===== src/rtl/cf_spi_target.sv =====
// SPI target core: oversamples sclk/csb/mosi in the system clock domain, shifts
// bytes out of a one-entry holding register and strobes each received byte.
module cf_spi_target #(
    parameter int DW          = 8,
    parameter int SYNC_STAGES = 2
) (
    input  logic          clk,
    input  logic          rst_n,
    input  logic          enable,
    input  logic          CPOL,
    input  logic          CPHA,
    input  logic [DW-1:0] tx_data,
    input  logic          tx_valid,
    output logic          tx_ready,
    output logic [DW-1:0] rx_data,
    output logic          rx_valid,
    output logic          tx_underrun,
    output logic          busy,
    output logic          frame_done,
    input  logic          sclk,
    input  logic          csb,
    input  logic          mosi,
    output logic          miso,
    output logic          miso_oe
);
    localparam int CW = (DW > 1) ? $clog2(DW) : 1;

    typedef enum logic {IDLE, ACTIVE} state_t;
    state_t state, state_nxt;

    logic [SYNC_STAGES-1:0] sclk_sync, csb_sync, mosi_sync;
    logic [SYNC_STAGES:0]   settle;
    logic                   sclk_s, csb_s, mosi_s, sclk_d, csb_d, settled;
    logic                   csb_fall, csb_rise;
    logic                   cpol_l, cpha_l;
    logic                   frame_start, frame_end, active;
    logic                   lead, trail, sample, present, last_bit, slot_start;
    logic                   load, load_cpha;
    logic [CW-1:0]          bit_cnt;
    logic [DW-1:0]          tx_sh, hold_data, load_val, rx_next;
    logic [DW-2:0]          rx_sh;
    logic                   hold_full, und_pend, miso_q;

    always_ff @(posedge clk or negedge rst_n) begin
        if (!rst_n) begin
            sclk_sync <= '0;
            csb_sync  <= '1;
            mosi_sync <= '0;
            sclk_d    <= 1'b0;
            csb_d     <= 1'b1;
            settle    <= '0;
        end else begin
            sclk_sync <= {sclk_sync[SYNC_STAGES-2:0], sclk};
            csb_sync  <= {csb_sync[SYNC_STAGES-2:0], csb};
            mosi_sync <= {mosi_sync[SYNC_STAGES-2:0], mosi};
            sclk_d    <= sclk_s;
            csb_d     <= csb_s;
            settle    <= {settle[SYNC_STAGES-1:0], 1'b1};
        end
    end

    assign sclk_s  = sclk_sync[SYNC_STAGES-1];
    assign csb_s   = csb_sync[SYNC_STAGES-1];
    assign mosi_s  = mosi_sync[SYNC_STAGES-1];
    // Until the chain has refilled with real pin samples after reset, the
    // reset value of csb must not be mistaken for a falling edge.
    assign settled  = settle[SYNC_STAGES];
    assign csb_fall = settled && csb_d && !csb_s;
    assign csb_rise = !csb_d && csb_s;

    always_ff @(posedge clk or negedge rst_n) begin
        if (!rst_n) state <= IDLE;
        else        state <= state_nxt;
    end

    always_comb begin
        state_nxt   = state;
        frame_start = 1'b0;
        frame_end   = 1'b0;
        case (state)
            IDLE: begin
                if (enable && csb_fall) begin
                    state_nxt   = ACTIVE;
                    frame_start = 1'b1;
                end
            end
            ACTIVE: begin
                if (!enable) begin
                    state_nxt = IDLE;
                end else if (csb_rise) begin
                    state_nxt = IDLE;
                    frame_end = 1'b1;
                end
            end
            default: state_nxt = IDLE;
        endcase
    end

    assign active     = (state == ACTIVE) && enable && !csb_rise;
    assign lead       = active && (sclk_d == cpol_l) && (sclk_s != cpol_l);
    assign trail      = active && (sclk_d != cpol_l) && (sclk_s == cpol_l);
    assign sample     = cpha_l ? trail : lead;
    assign last_bit   = sample && (bit_cnt == CW'(DW - 1));
    // In mode CPHA=0 the MSB of a new byte is presented by the load itself, so
    // the trailing edge right after the byte boundary must not shift again.
    assign present    = (cpha_l ? lead : trail) && (cpha_l || (bit_cnt != '0));
    assign slot_start = lead && (bit_cnt == '0);
    assign load       = frame_start || last_bit;
    assign load_cpha  = frame_start ? CPHA : cpha_l;
    assign load_val   = hold_full ? hold_data : '1;
    assign rx_next    = {rx_sh, mosi_s};

    always_ff @(posedge clk or negedge rst_n) begin
        if (!rst_n) begin
            cpol_l      <= 1'b0;
            cpha_l      <= 1'b0;
            bit_cnt     <= '0;
            rx_sh       <= '0;
            tx_sh       <= '0;
            miso_q      <= 1'b0;
            rx_data     <= '0;
            rx_valid    <= 1'b0;
            tx_underrun <= 1'b0;
            frame_done  <= 1'b0;
            und_pend    <= 1'b0;
        end else begin
            rx_valid    <= last_bit;
            frame_done  <= frame_end;
            // A byte-end refill with ones only counts as an underrun once the
            // controller actually clocks into that slot.
            tx_underrun <= (frame_start && !hold_full) || (slot_start && und_pend);
            if (frame_start) begin
                cpol_l <= CPOL;
                cpha_l <= CPHA;
            end
            if (frame_start)  bit_cnt <= '0;
            else if (sample)  bit_cnt <= last_bit ? '0 : bit_cnt + CW'(1);
            if (sample)   rx_sh   <= rx_next[DW-2:0];
            if (last_bit) rx_data <= rx_next;
            if (load) begin
                if (!load_cpha) begin
                    miso_q <= load_val[DW-1];
                    tx_sh  <= load_val << 1;
                end else begin
                    tx_sh  <= load_val;
                end
            end else if (present) begin
                miso_q <= tx_sh[DW-1];
                tx_sh  <= tx_sh << 1;
            end
            if (last_bit)                           und_pend <= !hold_full;
            else if (slot_start || state != ACTIVE) und_pend <= 1'b0;
        end
    end

    // Disabled cores drop the holding register rather than keep stale data.
    always_ff @(posedge clk or negedge rst_n) begin
        if (!rst_n) begin
            hold_full <= 1'b0;
            hold_data <= '0;
        end else if (!enable) begin
            hold_full <= 1'b0;
        end else if (load && hold_full) begin
            hold_full <= 1'b0;
        end else if (tx_valid && !hold_full) begin
            hold_full <= 1'b1;
            hold_data <= tx_data;
        end
    end

    assign tx_ready = !hold_full;
    assign busy     = (state == ACTIVE) && enable;
    assign miso_oe  = busy;
    assign miso     = busy && miso_q;

endmodule


===== config.mk =====
export PLATFORM = sky130hd
export DESIGN_NAME = cf_spi_target
export DESIGN_NICKNAME = d
export VERILOG_FILES = /design/src/rtl/cf_spi_target.sv
export SDC_FILE = /design/constraint.sdc
export NUM_CORES = 1
export LEC_CHECK = 0
export ABC_AREA = 1
export ABC_CLOCK_PERIOD_IN_PS = 2500
export BUFFER_PORTS_ARGS = -buffer_cell sky130_fd_sc_hd__buf_4
export CAP_MARGIN = 20
export CORE_ASPECT_RATIO = 1.2
export CORE_UTILIZATION = 30
export DETAILED_ROUTE_END_ITERATION = 12
export PLACE_DENSITY_LB_ADDON = 0.05
export SETUP_SLACK_MARGIN = 0.02
export SYNTH_ARGS = -nofsm -noshare
export SYNTH_HDL_FRONTEND = slang
export SYNTH_SLANG_ARGS = --single-unit

===== constraint.sdc =====
create_clock -name clk -period 2.5 [get_ports clk]
set_input_delay 0.25 -clock clk [delete_from_list [all_inputs] [get_ports clk]]
set_output_delay 0.25 -clock clk [all_outputs]
set_load 0.02 [all_outputs]

==> metrics.cfg <==
[place]
place.gp.congestion = 0.7915
dp_cells = 361
io_buffer_count = 31
dp_hpwl_um = 3014

[grt]
grt_pass1_vias = 1605
grt-ovfl-total = 0
antenna_found_initial = 0
grt_pass1_wl_um = 7445
track_usage = 0.1207
grt_start_max_net_pins = 55

[final_layout]
final_cell_mix = nand2_1 (74), dfrtp_1 (51), buf_4 (31), o21ai_0 (24), inv_1 (23)
seqCellArea_sq_mm = 0.001355
final_nets = 298
diodes = 0
fin_util = 0.3728
multiInputGateArea_sq_um = 824.5
layout.cells.most_common = nand2_1
layout-drive-gt1-share = 0.2437
finalNonFillerCells = 369
fill_cells = 771
syn2layout_area_growth_pct = 18.86

[power]
pwr-share-clk = 0.253
power_density_mw_per_mm2 = 864.4
p_sw_mw = 0.7435
swShare = 0.3135
power_frac_comb = 0.233
internal_power_mw = 1.628
p_leak_nw = 1.339
power.share.sequential = 0.514
vdd_drop_max_uv = 328.2

[synth]
synth_top_area_frac = 0.5528
synth_cell_types = 29
synth.yosys.seq_area_share = 0.5870
syn_avg_cell_area_sq_um = 9.461
yosysWarnings = 0
synth_area_leaders = dfrtp_1 (55%), nand2_1 (12%), o21ai_0 (5.2%)
synth_edf_count = 0
syn_nets = 264
synth_flop_cell = dfrtp_1
synth_seq_cells = 54
async_flop_share = 1.000
syn_area_sq_mm = 0.002308
syn_inst = 244
synth_top_cell_by_area = dfrtp_1

[timing]
worst_slew_pin_slew_ns = 0.6922
hold_slack_ns = -0.02461
finClkSkew_ns = 0.01005
fmax_mhz = 557.8
finalCritPeriodShare = 0.7172
min_period_ns = 1.793
rsz0062_at_grt = no
setup_viol = 0
slew_headroom = 0.5385
finalHoldViolCount = 31
maxSlewViolCount = 0
finalSetupTns_ns = 0

[routing]
antenna_left = 0
avgViaCountPerCell = 4.341
num_vias = 1602
avgRoutedWirePerCell_um = 11.62
drt_iter0_drc = 73
drt_wl_total_um = 4288
route.detailed.drc = 0
drt-pass1-iter-count = 4

[clock_network]
cts_resized = 0
insertion_delay_ns = 0.31
cts_root_buf = clkbuf_8
cts_setup_buffers = 0
ctsHoldBuffers = 0
cts_tree = built
cts_made_buffers = 5
path_clk_slew_ns = 0.11
htree_levels = 2
clk_path_buf_depth = 2
clock-sinks = 54

[worst_setup_path]
reg2reg_slack_ns = 0.71
slowest_delay_ns = 0.54
critPathCaptureType = flop
r2r_cells = 9
cpMaxStageDelayCell = dfstp_2
crit_type = flop to flop
crit_buf_inv = 2
start_kind = flop
cp_max_fo = 19
r2r_end = bit_cnt[0]
worstPathRequired_ns = 2.69
worstPathArrival_ns = 1.98
r2r_start = csb_d
path_cells = inv_1 -> a21oi_4 -> nand3_1 -> nand2_1 -> nand3_4 -> nand2_4 -> inv_1 -> nand3_1 -> o21ai_0
crit_family = simple AND/OR/NAND/NOR gates

[floorplanning]
coreArea_sq_mm = 0.007360
die_h_um = 98.09
die_w_um = 82.08
io_pins = 32
die_area_sq_mm = 0.008051
rows = 34
initial_utilization = 0.3137

[min_path]
hold_class = primary input to asynchronous set/reset pin

[outcome]
status = complete, but fails checks
violations = negative hold slack

[flow_run]
cap_violations = 0

==> area by class of cell <==
cell class	instances	area share
clock buffer	5	0.02508
sequential	54	0.4938
tap	90	0.04104
multi-input combinational	159	0.3005
inverter	27	0.03694
timing repair buffer	31	0.08482
clock inverter	3	0.01778
==> logic make-up after synthesis <==
logic type / Yosys count / share of synthesized area
simple gates: 119 / 0.2282
buf+inv: 31 / 0.05582
other cells: 1 / 0.001624
flops: 54 / 0.5870
mux: 8 / 0.03903
compound gates: 28 / 0.07209
fa+ha+maj: 3 / 0.01626
==> per-layer routing <==
metal  global-route usage  share of wire  routed length [um]  vias up
met3              0.02897          0.033                 140        5
met1               0.1746           0.50                2155      736
met2               0.1748           0.45                1943       24
met5                    0              0                   0        -
li1                     -              -                   -      837
met4              0.04049          0.011                  48        0
==> metrics by stage <==
stage	instance area (sq um)	setup slack, ns	hold WS, ns	power (mW)
final	2744	0.7071	-0.02461	2.372
after global routing	2744	0.4721	0.02282	2.569
after CTS	2744	0.6703	0.001780	2.423
after detailed placement	2626	0.6601	0.3396	1.801
after global placement	2626	0.7255	0.3315	1.806
after floorplan	2308	0.9577	-0.04559	1.607
==> worst max-delay path by stage <==
stage | from | endpoint | slack [ns] | cells after the start
floorplan | csb_d | tx_sh[4] | 0.96 | 10
finish | csb_d | bit_cnt[0] | 0.71 | 9
detailed placement | csb_d | bit_cnt[0] | 0.66 | 9
global placement | csb_d | bit_cnt[2] | 0.73 | 9
CTS | csb_d | bit_cnt[0] | 0.67 | 9
global route | csb_d | bit_cnt[0] | 0.47 | 9
==> synth_stat cells, types with 2 or more instances <==
| cell type | n |
|---|---|
| or2_2 | 3 |
| nand3_1 | 18 |
| nor2_1 | 12 |
| dfstp_2 | 3 |
| inv_1 | 23 |
| inv_2 | 4 |
| nor2_2 | 2 |
| nand2_1 | 74 |
| dfrtp_1 | 51 |
| o21ai_0 | 24 |
| ha_1 | 3 |
| mux2_2 | 8 |
| nand2_2 | 3 |
==> sequential cells by signal, indices dropped and copies added (netlist names), 2 cells and up <==
register / count
settle: 3
rx_data: 8
hold_data: 8
bit_cnt: 3
sclk_sync: 2
csb_sync: 2
rx_sh: 7
mosi_sync: 2
tx_sh: 8
==> power by group through the flow <==
stage	sequential, mW	clock, mW	combinational (mW)
4_1_cts	1.22	0.636	0.566
2_1_floorplan	1.25	0	0.357
5_1_grt	1.25	0.673	0.647
6_report	1.22	0.600	0.553
3_3_place_gp	1.24	0	0.564
3_5_place_dp	1.24	0	0.565
(Power assumes the default switching activity.)
